File: src/rtl/ml_rowdrv_bank.sv
// ml_rowdrv_bank: CRAM row-driver bank with a one-hot row-select token and a write/read wordline sequencer.
// Latency: LOAD/INC/CLEAR/NOP take effect at the accepting edge; WRITE/READ pulse starts the cycle after acceptance.
// Backpressure: cmd_ready is high only in IDLE; it stays low through the whole pulse and its gap.
//
// Optional feature: define ML_ROWDRV_AUTOINC_EN to advance the token after each error-free WRITE.
//
// Ports:
//   smc_clk, smc_rst_b           clock, asynchronous active-low reset
//   cmd_valid/cmd_ready/cmd_op   command handshake (0 NOP, 1 LOAD, 2 INC, 3 WRITE, 4 READ, 5 CLEAR)
//   cram_wl_en                   wordline enable, must remain high for a pulse to complete
//   cram_rst/vddoff/pgateoff     per-row controls applied to the selected row
//   por_rst                      power-on reset: forces every row_reset high and clears the token
//   wl_wr, wl_rd                 registered write/read wordlines
//   row_reset, vddctrl, pgate    per-row gating, combinational from the token
//   row_vld, row_idx             token present / position
//   rsr_out                      token shifted off the last row (chains to the next bank)
//   done, cmd_err                end of WRITE/READ, with error flag
module ml_rowdrv_bank #(
    parameter int ROWS    = 16,
    parameter int WR_CYC  = 4,
    parameter int RD_CYC  = 2,
    parameter int GAP_CYC = 1,
    localparam int IW     = $clog2(ROWS)
) (
    input  logic            smc_clk,
    input  logic            smc_rst_b,
    input  logic            cmd_valid,
    output logic            cmd_ready,
    input  logic [2:0]      cmd_op,
    input  logic            cram_wl_en,
    input  logic            cram_rst,
    input  logic            cram_vddoff,
    input  logic            cram_pgateoff,
    input  logic            por_rst,
    output logic [ROWS-1:0] wl_wr,
    output logic [ROWS-1:0] wl_rd,
    output logic [ROWS-1:0] row_reset,
    output logic [ROWS-1:0] vddctrl,
    output logic [ROWS-1:0] pgate,
    output logic            row_vld,
    output logic [IW-1:0]   row_idx,
    output logic            rsr_out,
    output logic            done,
    output logic            cmd_err
);

    localparam int MAXC = (WR_CYC > RD_CYC) ? ((WR_CYC > GAP_CYC) ? WR_CYC : GAP_CYC)
                                            : ((RD_CYC > GAP_CYC) ? RD_CYC : GAP_CYC);
    localparam int CW   = $clog2(MAXC + 1);

    localparam logic [2:0] OP_LOAD  = 3'd1;
    localparam logic [2:0] OP_INC   = 3'd2;
    localparam logic [2:0] OP_WRITE = 3'd3;
    localparam logic [2:0] OP_READ  = 3'd4;
    localparam logic [2:0] OP_CLEAR = 3'd5;

    typedef enum logic [1:0] {IDLE, ACT, GAP} state_t;

    state_t          state;
    logic [CW-1:0]   cnt;
    logic [ROWS-1:0] tok;
    logic            err;
`ifdef ML_ROWDRV_AUTOINC_EN
    logic            is_wr;
`endif

    always_ff @(posedge smc_clk or negedge smc_rst_b) begin
        if (!smc_rst_b) begin
            state   <= IDLE;
            cnt     <= '0;
            tok     <= '0;
            err     <= 1'b0;
            wl_wr   <= '0;
            wl_rd   <= '0;
            rsr_out <= 1'b0;
`ifdef ML_ROWDRV_AUTOINC_EN
            is_wr   <= 1'b0;
`endif
        end else begin
            rsr_out <= 1'b0;
            case (state)
                IDLE: begin
                    // cmd_ready is high in IDLE, so cmd_valid alone means a transfer
                    if (cmd_valid) begin
                        case (cmd_op)
                            OP_LOAD:  if (!por_rst) tok <= ROWS'(1);
                            OP_INC: begin
                                tok     <= tok << 1;
                                rsr_out <= tok[ROWS-1];
                            end
                            OP_CLEAR: tok <= '0;
                            OP_WRITE, OP_READ: begin
`ifdef ML_ROWDRV_AUTOINC_EN
                                is_wr <= (cmd_op == OP_WRITE);
`endif
                                if (row_vld && cram_wl_en && !por_rst) begin
                                    state <= ACT;
                                    err   <= 1'b0;
                                    if (cmd_op == OP_WRITE) begin
                                        wl_wr <= tok;
                                        cnt   <= CW'(WR_CYC - 1);
                                    end else begin
                                        wl_rd <= tok;
                                        cnt   <= CW'(RD_CYC - 1);
                                    end
                                end else begin
                                    // Pulse never starts; still run the gap so done has a fixed place
                                    state <= GAP;
                                    err   <= 1'b1;
                                    cnt   <= CW'(GAP_CYC - 1);
                                end
                            end
                            default: ;
                        endcase
                    end
                end
                ACT: begin
                    if (por_rst || !cram_wl_en || cnt == '0) begin
                        wl_wr <= '0;
                        wl_rd <= '0;
                        state <= GAP;
                        cnt   <= CW'(GAP_CYC - 1);
                        err   <= por_rst || !cram_wl_en;
                    end else begin
                        cnt <= cnt - 1'b1;
                    end
                end
                GAP: begin
                    if (cnt == '0) begin
                        state <= IDLE;
`ifdef ML_ROWDRV_AUTOINC_EN
                        if (is_wr && !err) begin
                            tok     <= tok << 1;
                            rsr_out <= tok[ROWS-1];
                        end
`endif
                    end else begin
                        cnt <= cnt - 1'b1;
                    end
                end
                default: state <= IDLE;
            endcase
            // Power-on reset overrides every token move decided above
            if (por_rst) begin
                tok     <= '0;
                rsr_out <= 1'b0;
            end
        end
    end

    assign cmd_ready = (state == IDLE);
    assign done      = (state == GAP) && (cnt == '0);
    assign cmd_err   = done && err;
    assign row_vld   = |tok;

    // Token is one-hot, so OR-ing the indices of set bits yields its position
    always_comb begin
        row_idx = '0;
        for (int i = 0; i < ROWS; i++) begin
            if (tok[i]) row_idx = row_idx | IW'(i);
        end
    end

    assign row_reset = {ROWS{por_rst}} | (tok & {ROWS{cram_rst}});
    assign vddctrl   = tok & {ROWS{cram_vddoff}};
    assign pgate     = tok & {ROWS{cram_pgateoff}};

endmodule

File: config.mk
export PLATFORM = sky130hd
export DESIGN_NAME = ml_rowdrv_bank
export DESIGN_NICKNAME = d
export VERILOG_FILES = /design/src/rtl/ml_rowdrv_bank.sv
export SDC_FILE = /design/constraint.sdc
export NUM_CORES = 1
export LEC_CHECK = 0
export ABC_AREA = 1
export BUFFER_PORTS_ARGS = -buffer_cell sky130_fd_sc_hd__buf_2
export CAP_MARGIN = 10
export CORE_MARGIN = 10
export CORE_UTILIZATION = 40
export CTS_CLUSTER_DIAMETER = 200
export DETAILED_ROUTE_END_ITERATION = 8
export PLACE_DENSITY = 0.64
export SLEW_MARGIN = 25
export SYNTH_ARGS = -nofsm -noshare
export SYNTH_HDL_FRONTEND = slang
export SYNTH_SLANG_ARGS = --single-unit
File: constraint.sdc
create_clock -name smc_clk -period 4 [get_ports smc_clk]
set_clock_uncertainty 0.15 [all_clocks]
set_input_delay 0.6 -clock smc_clk [delete_from_list [all_inputs] [get_ports smc_clk]]
set_output_delay 0.6 -clock smc_clk [all_outputs]
set_load 0.02 [all_outputs]
=== After elaboration in Yosys (flattened, before gate mapping) ===
Index checks and enable logic that the tools add are counted.

* Register bits: 55
* Output and inout port bits: 89
* Logic and storage cells: 102
* Input bits: 11

* Add/sub/neg operators: 1
* Bitwise operators: 4
* Eq/ne operators: 15
* Reduce and logical (&&, ||, !) cells: 23
* Mux-type cells: 52

{| class="wikitable"
|+ Operator list
! operator !! number
|-
| two-way mux 16 bit || 12
|-
| one-hot mux 16 bit (2 select lines) || 2
|-
| bitwise AND 16 bit || 3
|-
| one-hot mux 16 bit (3 select lines) || 1
|-
| two-way mux 4 bit || 8
|-
| two-way mux 3 bit || 9
|-
| two-way mux 2 bit || 8
|-
| OR 16 bit || 1
|-
| OR reduction 16 bit || 1
|-
| AND reduction 4 bit || 3
|-
| AND reduction 6 bit || 2
|-
| != test 2 bit, second input constant || 5
|-
| two-way mux 1 bit || 9
|-
| one-hot mux 3 bit (3 select lines) || 1
|-
| == test 3 x 2 -> 1 bit, second input constant || 2
|-
| == test 3 bit, second input constant || 2
|-
| != test 2 x 1 -> 1 bit, second input constant || 3
|-
| one-hot mux 2 bit (3 select lines) || 1
|-
| nonzero test 2 bit || 3
|-
| logical AND 1 bit || 4
|-
| nonzero test 4 bit || 1
|-
| == test 3 x 1 -> 1 bit, second input constant || 1
|-
| zero test 3 bit || 1
|-
| AND reduction 3 bit || 1
|-
| 9 further kinds || 11
|}

=== Longest topological paths before layout ===
Gate-level depths: netlist of the first run.

* Depth in word-level cells: 15
* Depth in mapped cells: 12
* Mapped depth without buffers: 11

=== Least setup slack after synthesis of the first run ===
Ideal clock, no wire load.

* Path kind: input -> output
* Start: input por_rst
* End: output row_reset[10]
* Data required time: 3.250 ns
* Cell stages on the path: 4
* Path buffers: 2
* Setup slack: 1.872 ns
* Data arrival time: 1.378 ns
* Cells stage by stage: inv_1 clkbuf_1 clkbuf_1 o21ai_0

* Cells in the longest elaborated chain, start to end: 1

{| class="wikitable"
|+ RTL lines
! what !! RTL line !! RTL
|-
| start: declaration || 34 || <nowiki>input logic por_rst,</nowiki>
|-
| OR 16 bit || 164 || <nowiki>assign row_reset = {ROWS{por_rst}} | (tok & {ROWS{cram_rst}});</nowiki>
|-
| end: declaration || 37 || <nowiki>output logic [ROWS-1:0] row_reset,</nowiki>
|}

Every way passes these cells.

=== Worst setup path after layout of the first run ===
* Start: register state[1]
* End: register wl_rd[13]

* Cells in the longest elaborated chain, start to end: 3
* Elaborated cells on any way between the ends: 10
* Classes of those cells: eq/ne: 6; mux: 1; reduce/logical: 3

{| class="wikitable"
|+ RTL lines
! what !! RTL line !! RTL
|-
| start: declaration || 59 || <nowiki>state_t state;</nowiki>
|-
| start signal: assignment || 69 || <nowiki>state <= IDLE;</nowiki>
|-
| start signal: assignment || 97 || <nowiki>state <= ACT;</nowiki>
|-
| start signal: assignment || 108 || <nowiki>state <= GAP;</nowiki>
|-
| == test 2 x 1 -> 1 bit / zero test 2 bit (equally long branches) || 81 || <nowiki>case (state)</nowiki>
|-
| != test 2 bit (no source line), or another cell as far along || - ||
|-
| AND reduction 6 bit (no source line) || - ||
|-
| end signal: assignment || 103 || <nowiki>wl_rd <= tok;</nowiki>
|-
| end: declaration || 36 || <nowiki>output logic [ROWS-1:0] wl_rd,</nowiki>
|}

Several ways; a longest one is shown, not always the timed one.
A chain may end at the register's enable or synchronous reset.

==> flow_summary.ini, run 1 <==
[clocking]
cts_sinks = 55
hold_buffers = 0
h-tree-depth = 2
cts_tree = done
clockBufferDepth = 2
cts_setup_buffers = 0
path_clk_slew_ps = 110
post_cts_resized = 0
cts_buffers = 5
clock_latency_ps = 310
cts_root_buffer = clkbuf_8

[power_and_ir_drop]
p_seq_frac = 0.392
p_leak_nw = 2.395
power_mw = 1.602
switching_share = 0.4419
p_int_mw = 0.8941
switchingPower_mw = 0.7080
p_per_area_nw_per_um2 = 435.8
power_frac_comb = 0.402
irDropWorstVdd_mv = 0.3288
clock_power_share = 0.207

[timing]
period_minus_slack_ps = 2421
maxSlewViolCount = 0
setup_ws_ps = 1579
slew_headroom = 0.4348
setup_viol = 0
rsz0062_at_grt = false
period_share = 0.6053
tns_ps = 0
fmax_mhz = 413.0
tightest_slew_ps = 847.7
hold_viol = 0

[drt]
drtPass1Iterations = 4
drtIter0Drc = 156
routed_wl_mm = 8.921
via_count = 2945
drt-wirelength-per-cell_um = 15.02
ant_nets = 0
vias_per_cell = 4.958
drc = 0

[layout]
finish.net_count = 511
final_core_util = 0.4988
final_common_cell = nand2_1
diodes = 0
filler_cell_count = 769
area_growth_pct = 19.92
drive_gt1_frac = 0.2545
stdcell_count = 594
mostFrequentLayoutCells = nand2_1, buf_2, inv_1

[global_route]
grt_usage = 0.1527
grt-ovfl-total = 0
grt_max_degree = 38
grt_pass1_wl_mm = 14.42
antenna_found_initial = 0
grt_pass1_vias = 2775

[worst_setup_path]
crit_type = register to register
crit_path_end_kind = register
worst-path-max-fanout = 36
crit_arrival_ps = 2480
cp.required_ps = 4060
start_kind = register

[min_path]
min_path_type = input port to async pin

[job]
drv_cap = 0

[synth]
synthDistinctLibCells = 27
synth_area_um2 = 3065
syn-num-nets = 426
yosys_register_bits = 55
synth-seq-area-share = 0.4490
synth_cells = 409
avgSynthCellArea_um2 = 7.495
yosysWarnings = 0

[placed_design]
dpl.hpwl_mm = 7.009
gp_congestion = 0.8168
io_buffer_count = 99
dpl.cell_count = 586
place_ws_ps = 1617

[floorplan]
io_pins = 100
die_h_um = 107.5
rows = 31
core_um2 = 7370
start_util = 0.4160
die_area_um2 = 11560
die_w_um = 107.5

[status]
status = complete, no violations
==> routing by layer <==
metal | GRT usage | wire length [um] | up-vias
met4 | 0.03435 | 76 | 0
met5 | 0 | 0 | -
met1 | 0.1991 | 3980 | 1383
met2 | 0.2480 | 4250 | 88
li1 | - | - | 1468
met3 | 0.03832 | 614 | 6
==> synthesized netlist by cell type <==
cell        n  area (um^2)
a21boi_0    1        7.510
a21oi_1     3        15.01
buf_2       9        45.04
buf_4       1        7.510
buf_6       2        22.52
clkbuf_1   10        37.54
dfrtp_1    55         1376
ha_1        6        75.07
inv_1      71        266.5
inv_2       3        11.26
nand2_1   118        442.9
nand2_2     3        18.77
nand2_4     1        11.26
nand3_1     8        40.04
nand3_2     1        10.01
nand3_4     2        35.03
nand4_1    39        244.0
nor2_1     28        105.1
nor2_2      4        25.02
nor2_4      1        11.26
nor2_8      1        20.02
nor3_1      1        5.000
nor3_2      1        10.01
nor4_1      1        6.260
o21ai_0    24        120.1
o21ai_2     1        8.760
o22ai_1    14        87.58
==> registers in the layout, summed over array words and instances (netlist names) <==
| name | cells |
|---|---|
| state | 2 |
| wl_rd | 16 |
| rsr_out | 1 |
| wl_wr | 16 |
| cnt | 3 |
| tok | 16 |
| err | 1 |
==> area by class of cell <==
cell class / count / area, um^2 / share of cell area
flip-flops and latches: 55 / 1376 / 0.3744
well taps: 99 / 123.9 / 0.03370
clock buffers: 5 / 68.82 / 0.01872
multi-input cells: 258 / 1299 / 0.3533
clock inverters: 3 / 27.53 / 0.007488
repair buffers: 100 / 503.0 / 0.1368
inverters: 74 / 277.8 / 0.07556
==> power by group through the flow <==
stage	clock (mW)	sequential [mW]	combinational [mW]
6_report	0.331	0.628	0.644
5_1_grt	0.359	0.633	0.721
4_1_cts	0.337	0.627	0.644
3_5_place_dp	0	0.637	0.643
3_3_place_gp	0	0.637	0.630
2_1_floorplan	0	0.655	0.511
==> through the flow <==
| stage | instance area, um^2 | hold slack [ps] |
|---|---|---|
| finish | 3676 | 227.3 |
| floorplan | 3065 | 154.4 |
| CTS | 3676 | 253.0 |
| global route | 3676 | 301.8 |
| detailed placement | 3580 | 303.0 |
| global placement | 3580 | 300.8 |
==> cells by family after synthesis <==
logic type | after synthesis | synth area share
flops | 55 | 0.4490
compound gates | 43 | 0.07796
simple gates | 209 | 0.3212
buf+inv | 96 | 0.1273
fa+ha+maj | 6 | 0.02449
==> worst paths after layout <==
check | slack, ps | to | depth (start not counted) | from
setup / recovery | 1580 | wl_rd[13] | 7 | state[1]
hold / removal | 230 | wl_rd[9] | 1 | smc_rst_b
setup reg to reg | 1580 | wl_rd[13] | 7 | state[1]
hold reg to reg | 330 | wl_wr[7] | 2 | wl_wr[7]
max in group asynchronous | 2680 | wl_wr[11] | 2 | smc_rst_b
min in group smc_clk | 330 | wl_wr[7] | 2 | wl_wr[7]
==> critical path: stages (launching register included) <==
cell and delay (ps):
dfrtp_1 420, inv_1 110, ha_1 560, o21ai_2 170, nor2_8 430, nand3_4 260, nand2_1 140, nand2_1 60
Note: power is estimated with default switching activity, not from simulation.
==> inputs of run 2 (changes only) <==
Settings changed: PLACE_DENSITY 0.64 to 0.67.
Clock period 4 ns to 2.09 ns, I/O delays scaled along.
==> flow_summary.ini, run 2 (synthesis gave the netlist of run 1 again) <==
[status]
status = complete, no violations

[worst_setup_path]
cpMaxStageDelayCell = dfrtp_1
cp_slowest_stage_delay_ps = 430
cp_cell_sequence = inv_1 -> nand3_1 -> nor3_1 -> nand4_1 -> buf_2
rr_endpoint = wl_rd[13]
ff2ff_setup_slack_ps = 210
crit_arrival_ps = 1490
ff2ff_path_depth = 10
worst-path-max-fanout = 5
crit_path_end_kind = output port
rr_startpoint = state[0]
crit_type = register to output port
cp.required_ps = 1630
start_kind = register

[floorplan]
io_pins = 100
start_util = 0.4160
core_um2 = 7370
die_w_um = 107.5
die_area_um2 = 11560
die_h_um = 107.5
rows = 31

[min_path]
min_path_cells = 2
min_path_type = input port to register
min_from = por_rst
min_to = rsr_out

[placed_design]
io_buffer_count = 99
dpl.hpwl_mm = 6.923
place_ws_ps = 129.2
gp_congestion = 0.8558

[global_route]
grt-ovfl-total = 0
grt_use_met2 = 0.2528
antenna_found_initial = 0
grt_util_met1 = 0.1925
grt_pass1_wl_mm = 14.59
met3_usage = 0.04551
busiest_layer = met2
grt_usage = 0.1538
grt_max_degree = 56
grt_pass1_vias = 2827

[layout]
top_regs = tok (16), wl_rd (16), wl_wr (16)
drive_gt1_frac = 0.2722
final_common_cell = nand2_1
diodes = 0
finish.net_count = 523
final_core_util = 0.5165
area_growth_pct = 24.16
mostFrequentLayoutCells = nand2_1, buf_2, inv_1

[drt]
via_count = 2979
vias_per_cell = 4.916
routed_wl_mm = 8.941
drtIter0Drc = 206
drc = 0
drtPass1Iterations = 4
drt-wirelength-per-cell_um = 14.75
ant_nets = 0

[power_and_ir_drop]
power_mw = 3.215
p_per_area_nw_per_um2 = 844.6
irDropWorstVdd_mv = 0.7579
p_leak_nw = 2.462

[timing]
slew_headroom = 0.6780
period_minus_slack_ps = 1949
maxSlewViolCount = 0
setup_ws_ps = 141.0
rsz0062_at_grt = false
fmax_mhz = 513.1
tns_ps = 0
tightest_slew_ps = 482.5
period_share = 0.9325
setup_viol = 0
hold_viol = 0

[clocking]
cts_root_buffer = clkbuf_8
clock_latency_ps = 320
cts_sinks = 55
path_clk_slew_ps = 110
h-tree-depth = 2
clockBufferDepth = 2
cts_buffers = 5
cts_setup_buffers = 0
cts_tree = done

[job]
drv_cap = 0
==> run 2: worst max-delay path by stage <==
stage                     cells after the start      from  slack (ps)    endpoint
after floorplan                              12  state[0]         180    wl_wr[0]
after global placement                       10  state[1]         180   wl_rd[13]
after detailed placement                      7  state[0]         130    wl_rd[4]
after CTS                                     3  state[0]         120   cmd_ready
after global routing                          5    tok[8]          20     row_vld
final                                         5    tok[5]         140  row_idx[0]
==> run 2: worst max-delay path: cells and delay by family (launching register included) <==
| kind | cells | cell delay (ps) |
|---|---|---|
| flops | 1 | 430 |
| simple gates | 3 | 380 |
| buf+inv | 2 | 360 |
==> run 2: final cells by class <==
cell class                 instances  area (um^2)
inverter                          74        277.8
clock inverter                     3        25.02
sequential                        55         1376
tap                               99        123.9
multi-input combinational        258         1301
timing repair buffer             112        633.1
clock buffer                       5        68.82
fill                             755         3563
==> run 2: repair_timing <==
item / CTS / global route
setup endpoints to repair: 0 / 29
hold buffers: 1 / 0
gates resized for setup: 0 / 1
endpoints found under the hold margin: 55 / 0
==> run 2: per-stage QoR <==
stage	std cells	hold slack, ps	area (um^2)
after CTS	606	66.97	3804
final	606	77.18	3806
after floorplan	409	-132.1	3065
after global placement	597	183.5	3700
after detailed placement	597	182.7	3700
after global routing	606	83.08	3806
==> run 2: power by group <==
group | total [mW] | internal, mW | leakage, nW | switching (mW)
combinational | 1.38 | 0.429 | 1.66 | 0.954
sequential | 1.20 | 1.15 | 0.757 | 0.0465
clock | 0.632 | 0.245 | 0.0452 | 0.386
total | 3.21 | 1.83 | 2.46 | 1.39
==> run 2: routing by layer <==
layer,vias to the layer above,part of all wire
met2,80,0.49
met1,1398,0.42
met4,0,0.013
met3,13,0.077
li1,1488,-
met5,-,0
==> inputs of run 3 (changes only) <==
Settings changed: ABC_AREA 1 to unset.
==> flow_summary.ini, run 3 <==
[clocking]
h-tree-depth = 2
cts_tree = done
clockBufferDepth = 2
path_clk_slew_ps = 100
cts_sinks = 55
clock_latency_ps = 310
cts_buffers = 5
cts_root_buffer = clkbuf_8

[layout]
mostFrequentLayoutCells = buf_2, dfrtp_1, buf_4
finish.net_count = 421
top_regs = tok (16), wl_rd (16), wl_wr (16)
area_growth_pct = 38.97
final_core_util = 0.5752
final_common_cell = buf_2
finish.instance_area_um2 = 4194
drive_gt1_frac = 0.5728
diodes = 0

[floorplan]
rows = 31
start_util = 0.4139
core_um2 = 7292
die_w_um = 106.9
die_area_um2 = 11420
io_pins = 100
die_h_um = 106.9

[timing]
setup_viol = 40
tightest_slew_ps = 562.3
period_share = 1.204
setup_ws_ps = -425.3
tns_ps = -12620
slew_headroom = 0.6252
maxSlewViolCount = 0
hold_viol = 0
rsz0062_at_grt = true
fmax_mhz = 397.6
period_minus_slack_ps = 2515

[power_and_ir_drop]
irDropWorstVdd_mv = 0.6755
p_per_area_nw_per_um2 = 718.8
power_mw = 3.015
p_leak_nw = 2.421

[worst_setup_path]
ff2ff_path_depth = 5
ff2ff_setup_slack_ps = -400
crit_path_end_kind = output port
rr_endpoint = wl_wr[0]
worst-path-max-fanout = 2
critPathLaunch = tok[10]
crit_arrival_ps = 2050
cp_cell_sequence = or4_4 -> or4_4 -> buf_6 -> buf_6
worst-path-stages = 4
rr_startpoint = tok[10]
cpMaxStageDelayCell = or4_4
start_kind = register
cp_slowest_stage_delay_ps = 570
path_buf_inv = 2
crit_path_end = row_vld
crit_type = register to output port
cp_top_family = simple AND/OR/NAND/NOR gates
cp.required_ps = 1630

[status]
status = finished with violations
failed_checks = negative setup slack

[global_route]
grt-ovfl-total = 0
grt_pass1_vias = 2637
antenna_found_initial = 0
grt_usage = 0.1555
grt_pass1_wl_mm = 14.41
grt_max_degree = 34

[synth]
synthAdderAreaFrac = 0.02488
synth-edff-count = 0
synth_xor_area_frac = 0
yosys_register_bits = 55
synth_commonest_cells = dfrtp_1, and2_1, mux2_2, a21o_1, a22o_1
synthTopCellsByArea = dfrtp_1, mux2_2, and2_1
synth_cells = 255
dominantRegCellSynth = dfrtp_1
synth.area.mux_share = 0.1534
yosys.area_share.simple = 0.2011
synth_top_cell_by_area = dfrtp_1
synth-compound-area-share = 0.1289
synthDistinctLibCells = 47
synth_most_common_cell = dfrtp_1
synth_top_area_share = 0.4561
synth_area_um2 = 3018
synth-seq-area-share = 0.4561
syn-num-nets = 272
avgSynthCellArea_um2 = 11.83
yosysWarnings = 0
async_reset_ff_frac = 1.000
synth_top_family_by_area = simple AND/OR/NAND/NOR gates

[min_path]
min_path_cells = 1
min_path_type = register to register

[drt]
via_count = 2524
routed_wl_mm = 9.118
drc = 0
vias_per_cell = 5.008
drt-wirelength-per-cell_um = 18.09
drtPass1Iterations = 4
ant_nets = 0
drtIter0Drc = 99

[placed_design]
gp_congestion = 0.8072
dpl.hpwl_mm = 6.994
io_buffer_count = 99
placed_area_um2 = 3965

[job]
drv_cap = 0
-- run 3: changes by cell type in the layout (fill, tap and decap cells not counted), sizes merged, moves of 8 or more --
cell,before,now
buf,111,155
a21o,0,16
o21ai,25,4
and2,0,36
nand3,11,1
mux2,0,36
o22ai,14,1
nand2,122,7
nor2,34,4
a22o,0,14
and2b,0,10
nor2b,0,8
inv,76,5
nand4,39,0
-- run 3: layout make-up --
type / count / area, um^2
Clock buffer: 6 / 72.57
Clock inverter: 2 / 17.52
Fill cell: 687 / 3098
Inverter: 5 / 18.77
Multi-Input combinational cell: 181 / 1598
Sequential cell: 55 / 1376
Tap cell: 99 / 123.9
Timing Repair Buffer: 156 / 987.2
-- run 3: cell families (layout without fill, tap and decap cells) --
| family | after synthesis | in the layout |
|---|---|---|
| simple gates | 90 | 90 |
| fa+ha+maj | 6 | 6 |
| compound gates | 47 | 47 |
| mux | 38 | 38 |
| buf+inv | 19 | 169 |
| flops | 55 | 55 |
-- run 3: repair_timing --
item                                   in CTS  in global routing
gates cloned                                1                  0
setup buffers                               6                  2
hold buffers                                1                  0
setup endpoints to repair                  41                 45
gates resized for setup                    16                  3
endpoints found under the hold margin      22                  0
pin swaps                                   6                  4
-- run 3: worst reg2reg max path, stage by stage (launching register included) --
cell and delay (ps):
dfrtp_1 390, or4_4 540, or4_4 570, o211a_1 260, buf_12 170, mux2_4 300
-- run 3: routing by layer --
metal  global-route usage  share of wire  vias to the layer above
met5                    0              0                        -
met4              0.02515         0.0044                        0
met3              0.04311          0.055                        4
met2               0.2792           0.53                       55
met1               0.1826           0.42                     1263
li1                     -              -                     1202
-- run 3: where the power goes --
part           total, mW  switching, mW  internal, mW
logic               1.26          0.627         0.635
registers           1.16         0.0315          1.13
clock network      0.596          0.355         0.242
-- run 3: worst min-delay path by stage --
stage / start / end / slack [ps]
after global routing: wl_rd[7] / wl_rd[7] / 370
after CTS: wl_rd[15] / wl_rd[15] / 360
after global placement: smc_rst_b / wl_wr[8] / 180
after detailed placement: smc_rst_b / wl_wr[6] / 190
final: wl_rd[15] / wl_rd[15] / 360
after floorplan: smc_rst_b / cnt[0] / -130
-- run 3: stage by stage --
step	hold slack [ps]	worst slack, ps	cells
finish	361.4	-425.3	504
global route	371.2	-464.1	504
CTS	365.0	-447.6	502
detailed placement	185.9	-436.6	486
global placement	179.1	-590.7	485
floorplan	-132.1	-541.5	255
